--- src/rtl/writeback_stage.sv ---
// rtl/writeback_stage.sv - MEM/WB pipeline register, write-back select and bypassed 32x32 register file
module writeback_stage #(
  parameter int XLEN  = 32,
  parameter int NREGS = 32,
  localparam int AW   = $clog2(NREGS)
) (
  input  logic            clk,
  input  logic            rst_n,
  input  logic            stall,
  input  logic            flush,
  input  logic [XLEN-1:0] EXMEM_AluRES,
  input  logic [XLEN-1:0] EXMEM_PcPlus4,
  input  logic [AW-1:0]   EXMEM_Rd,
  input  logic            EXMEM_RegWrite,
  input  logic [1:0]      EXMEM_WbSel,
  input  logic            EXMEM_Valid,
  input  logic [XLEN-1:0] EXMEM_LoadData,
  input  logic [AW-1:0]   rs1_addr,
  input  logic [AW-1:0]   rs2_addr,
  output logic [XLEN-1:0] rs1_data,
  output logic [XLEN-1:0] rs2_data,
  output logic [AW-1:0]   MEMWB_Rd,
  output logic            MEMWB_RegWrite,
  output logic [XLEN-1:0] MEMWB_WrData,
  output logic            MEMWB_Valid
);

  logic [XLEN-1:0] alu_q, alu_d;
  logic [XLEN-1:0] pc4_q, pc4_d;
  logic [AW-1:0]   rd_q, rd_d;
  logic            rw_q, rw_d;
  logic [1:0]      sel_q, sel_d;
  logic            valid_q, valid_d;
  logic [XLEN-1:0] ld_hold_q;
  logic            stall_q;
  logic [XLEN-1:0] rf_q [NREGS];
  logic [XLEN-1:0] ld_src;
  logic [XLEN-1:0] wr_data;
  logic            wr_en;

  always_comb begin
    alu_d   = alu_q;
    pc4_d   = pc4_q;
    rd_d    = rd_q;
    rw_d    = rw_q;
    sel_d   = sel_q;
    valid_d = valid_q;
    if (flush) begin
      valid_d = 1'b0;
    end else if (!stall) begin
      alu_d   = EXMEM_AluRES;
      pc4_d   = EXMEM_PcPlus4;
      rd_d    = EXMEM_Rd;
      rw_d    = EXMEM_RegWrite;
      sel_d   = EXMEM_WbSel;
      valid_d = EXMEM_Valid;
    end
  end

  // On the first stalled edge the memory stage still shows the held entry's load; latch it.
  always_ff @(posedge clk or negedge rst_n) begin
    if (!rst_n) begin
      alu_q     <= '0;
      pc4_q     <= '0;
      rd_q      <= '0;
      rw_q      <= 1'b0;
      sel_q     <= 2'b00;
      valid_q   <= 1'b0;
      ld_hold_q <= '0;
      stall_q   <= 1'b0;
    end else begin
      alu_q   <= alu_d;
      pc4_q   <= pc4_d;
      rd_q    <= rd_d;
      rw_q    <= rw_d;
      sel_q   <= sel_d;
      valid_q <= valid_d;
      stall_q <= stall;
      if (stall && !stall_q) ld_hold_q <= EXMEM_LoadData;
    end
  end

  always_comb begin
    ld_src = stall_q ? ld_hold_q : EXMEM_LoadData;
    case (sel_q)
      2'b01:   wr_data = ld_src;
      2'b10:   wr_data = pc4_q;
      default: wr_data = alu_q;
    endcase
  end

  assign MEMWB_Rd       = rd_q;
  assign MEMWB_Valid    = valid_q;
  assign MEMWB_RegWrite = valid_q & rw_q & (rd_q != '0);
  assign MEMWB_WrData   = wr_data;
  assign wr_en          = MEMWB_RegWrite & ~stall;

  always_ff @(posedge clk or negedge rst_n) begin
    if (!rst_n) begin
      for (int i = 0; i < NREGS; i++) rf_q[i] <= '0;
    end else if (wr_en) begin
      rf_q[rd_q] <= wr_data;
    end
  end

  // Write-through bypass so a read in the write cycle sees the committing value.
  always_comb begin
    if (rs1_addr == '0)                     rs1_data = '0;
    else if (wr_en && (rs1_addr == rd_q))   rs1_data = wr_data;
    else                                    rs1_data = rf_q[rs1_addr];
    if (rs2_addr == '0)                     rs2_data = '0;
    else if (wr_en && (rs2_addr == rd_q))   rs2_data = wr_data;
    else                                    rs2_data = rf_q[rs2_addr];
  end

endmodule

--- config.mk ---
export PLATFORM = sky130hd
export DESIGN_NAME = writeback_stage
export DESIGN_NICKNAME = d
export VERILOG_FILES = /design/src/rtl/writeback_stage.sv
export SDC_FILE = /design/constraint.sdc
export NUM_CORES = 2
export LEC_CHECK = 0
export CORE_MARGIN = 4
export CORE_UTILIZATION = 40
export CTS_CLUSTER_SIZE = 16
export DETAILED_ROUTE_END_ITERATION = 8
export GPL_TIMING_DRIVEN = 0
export PLACE_DENSITY = 0.53
export SKIP_LAST_GASP = 1
export SYNTH_ARGS = -nofsm -noshare
export SYNTH_HDL_FRONTEND = slang
export SYNTH_SLANG_ARGS = --single-unit
--- constraint.sdc ---
create_clock -name clk -period 4.1 [get_ports clk]
set_clock_uncertainty 0.15 [all_clocks]
set_input_delay 1.025 -clock clk [delete_from_list [all_inputs] [get_ports clk]]
set_output_delay 1.025 -clock clk [all_outputs]
set_load 0.05 [all_outputs]
==> results by group <==
Outcome
  • Status: finished, violations left
  • Failing checks: hold timing, setup timing

Floorplan
  • Die height: 390.0 µm
  • Ports: approximately 220
  • Core Box Area: 144400 µm²
  • Row cnt: between 100 and 150
  • Initial Utilization: between 40% and 50%
  • DIE WIDTH: between 300 and 400 µm
  • Die area: ~150000 µm²

STA
  • Slew Viols, Final: 0
  • Final Worst Setup Slack: -0.5124 ns
  • Setup violators final: 66
  • Slew margin rel.: between 20 and 30%
  • Unrepaired setup endpoints after global routing: true
  • Period utilisation layout: 112.5%
  • Fin Hold WS: -0.004683 ns
  • Setup_tns: -23.73 ns
  • Final hold vios: 2
  • Worst slew pin tran: 1.079 ns
  • Min Clock Period, post-route: approximately 4.6 ns
  • Fmax: 216.8 MHz

Synthesis
  • Ys async rst share: 100.0%
  • Number of synthesized flops with an enable pin: 0
  • Mean post-synth cell area: 11.02 µm²
  • Post-Synthesis Cell Area: around 58000 µm²
  • Synth Register Bits: between 1000 and 1500
  • Register area share after synthesis: just under 50%
  • Main flop type after synthesis: dfrtp_1
  • Gate Count Post-Synth: 5294
  • Synth Warn #: 0
  • Yosys cell types: between 50 and 60
  • Syn nets: around 5400

Setup path
  • Reg2reg start: MEMWB_Rd[0]
  • CP endpoint kind: output port
  • Reg2reg setup slack: 0.67 ns
  • CP Max Fanout: 10
  • Reg-to-Reg End: rf_q[53]
  • Critical path launch point type: input port
  • Crit path required time: roughly 2.9 ns
  • Critical Path AT: approximately 3.4 ns
  • Kind of critical path: input port to output port
  • Worst reg-to-reg path cell count: 10
  • Critical Path Start: rs2_addr[1]

GRT
  • Vias in the first global route: about 50000
  • Global route overflow: 0
  • GRT Total Usage: around a third
  • First-pass GRT wire length: around 380000 µm
  • Largest net degree at the start of global routing: 163
  • Initial antenna violation count: 11

Clock network
  • Clk slew on worst S/H paths: around 0.060 ns
  • Root Buffer: clkbuf_16
  • H-tree levels: 4
  • Num CTS Buffers: roughly 130
  • CTS max path bufs: 3
  • Sink Count: about 1100
  • Hold-fix buffers, CTS: 0
  • TritonCTS clock tree: done
  • Latest clock arrival within the worst-skew pair: 0.79 ns

Drt
  • Routed metal-1 wire length: 105800 µm
  • Vias per cell: between 6 and 7
  • Antenna-violating nets left: 0
  • Met2 WL post-DR: 114100 µm
  • Highest metal used: met5
  • First-pass iteration count of the detailed router: 5
  • Drt drc: 0
  • Routed met3 length: approximately 32000 µm
  • Post-Route WL: 269100 µm
  • Iter 0 DRT Violations: ~6300
  • WL/cell: about 34 µm
  • Via count: slightly above 50000

Placed design
  • I/O Buffers: ~210
  • Placed Cells: 7418
  • Post-DP HPWL: 189600 µm
  • RePlAce Congestion: approximately 1

Pwr
  • Leak: between 0.03 and 0.04 µW
  • Power Dens Cells: ~450 nW/µm²
  • PnR Total Power: between 30000 and 40000 µW
  • Worst VDD drop: around 0.44 mV

Min path
  • HP Class: input port to async pin

Final layout
  • Final Net Count: between 5000 and 6000
  • Layout area overhead: 28.20%
  • Fin cells: 7850
  • Fin util: 51.83%
  • Most frequent cells in the layout: dfrtp_1 (1128), nand2_1 (1020), o21ai_0 (981), mux4_2 (362), clkbuf_1 (329)
  • Share of cells above drive strength 1: between 20% and 30%
  • Commonest non-fill, non-tap cell in the layout: dfrtp_1

Job
  • Maxcap violations: 0
## worst max-delay path, cell delays in order
cell	delay (ns)
buf_12	0.17
buf_12	0.20
buf_12	0.21
nand2_4	0.12
clkbuf_8	0.23
o22ai_2	0.15
nor3_1	0.10
o211ai_1	0.52
o221ai_4	0.36
buf_6	0.26
## report_power, final
group	internal (µW)	switching, µW	leakage, µW
registers	12000	653	0.0155
clock network	6900	5090	0.00211
logic	3160	5610	0.0136
## synth_stat cells (26+ instances only)
cell type	n	share of area (%)
dfrtp_1	1130	48
a21oi_1	37	0.32
o211ai_1	30	0.39
o21ai_1	43	0.37
o221ai_1	59	0.89
inv_1	93	0.60
mux2i_1	178	3.1
mux2_2	215	4.1
o21a_1	26	0.33
a22o_1	59	0.89
nor2_1	41	0.26
nor3_1	32	0.27
buf_2	79	0.68
o21ai_0	1024	8.8
a221oi_1	113	1.7
mux4_1	29	1.3
buf_6	27	0.52
clkbuf_1	409	2.6
nand2_1	1024	6.6
mux4_2	351	14
o22ai_1	31	0.33
a221o_1	57	0.98
## final cells by class
type,instances,area [µm²]
clock inverters,33,335.3
multi-input cells,3495,30090
diodes,4,10.01
repair buffers,419,4815
well taps,1903,2381
clock buffers,201,3948
inverters,94,379.1
plain buffers,571,4573
flip-flops and latches,1130,28280
fillers,12940,69540
## sequential cells by signal (all words and copies together) (netlist names)
register / cells
stall_q: 1
alu_q: 32
MEMWB_Valid: 1
rf_q: 1024
pc4_q: 32
ld_hold_q: 32
sel_q: 2
rw_q: 1
MEMWB_Rd: 5
## worst max path at each step
| stage | cells after the start | slack, ns | endpoint |
|---|---|---|---|
| after floorplan | 7 | -0.19 | rs1_data[21] |
| after global placement | 1 | -52.16 | rf_q[837] |
| after detailed placement | 8 | -2.68 | rs2_data[17] |
| after CTS | 11 | -0.42 | rs2_data[13] |
| after global routing | 10 | -0.46 | rs2_data[10] |
| final | 10 | -0.51 | rs2_data[11] |
## layer usage
layer | GRT usage, % | up-vias
li1 | - | 20520
met1 | 46.44 | 26120
met2 | 49.96 | 3062
met3 | 12.05 | 677
met4 | 18.87 | 2
met5 | 0 | -
## what timing repair did
item / in CTS / in global routing
gates resized for setup: 1539 / 208
pin swaps: 158 / 98
cloned: 12 / 3
buffers inserted: 121 / 68
endpoints found under the setup margin: 97 / 90
## per-stage QoR
step	setup WS [ns]	hold WS, ns	area [µm²]
floorplan	-0.1922	0.2913	58610
global placement	-52.16	0.3062	63110
detailed placement	-2.682	0.3159	63360
CTS	-0.4165	0.003115	73420
global route	-0.4630	0.01815	74810
finish	-0.5124	-0.004683	74810
## cells by family (layout without fill, tap and decap cells)
logic type	count (synthesis)	count (layout)	share of synthesized area (%)
other	0	4	0
AND/OR/NAND/NOR	1152	1152	7.757
AO/OA/AOI/OAI	1543	1543	16.12
flip-flops	1130	1130	48.46
adder cells (fa/ha/maj)	2	2	0.04287
buffers and inverters	669	1318	5.133
XOR/XNOR	10	10	0.1501
multiplexers	788	788	22.34
No activity file was read; power rests on OpenSTA's default activity.
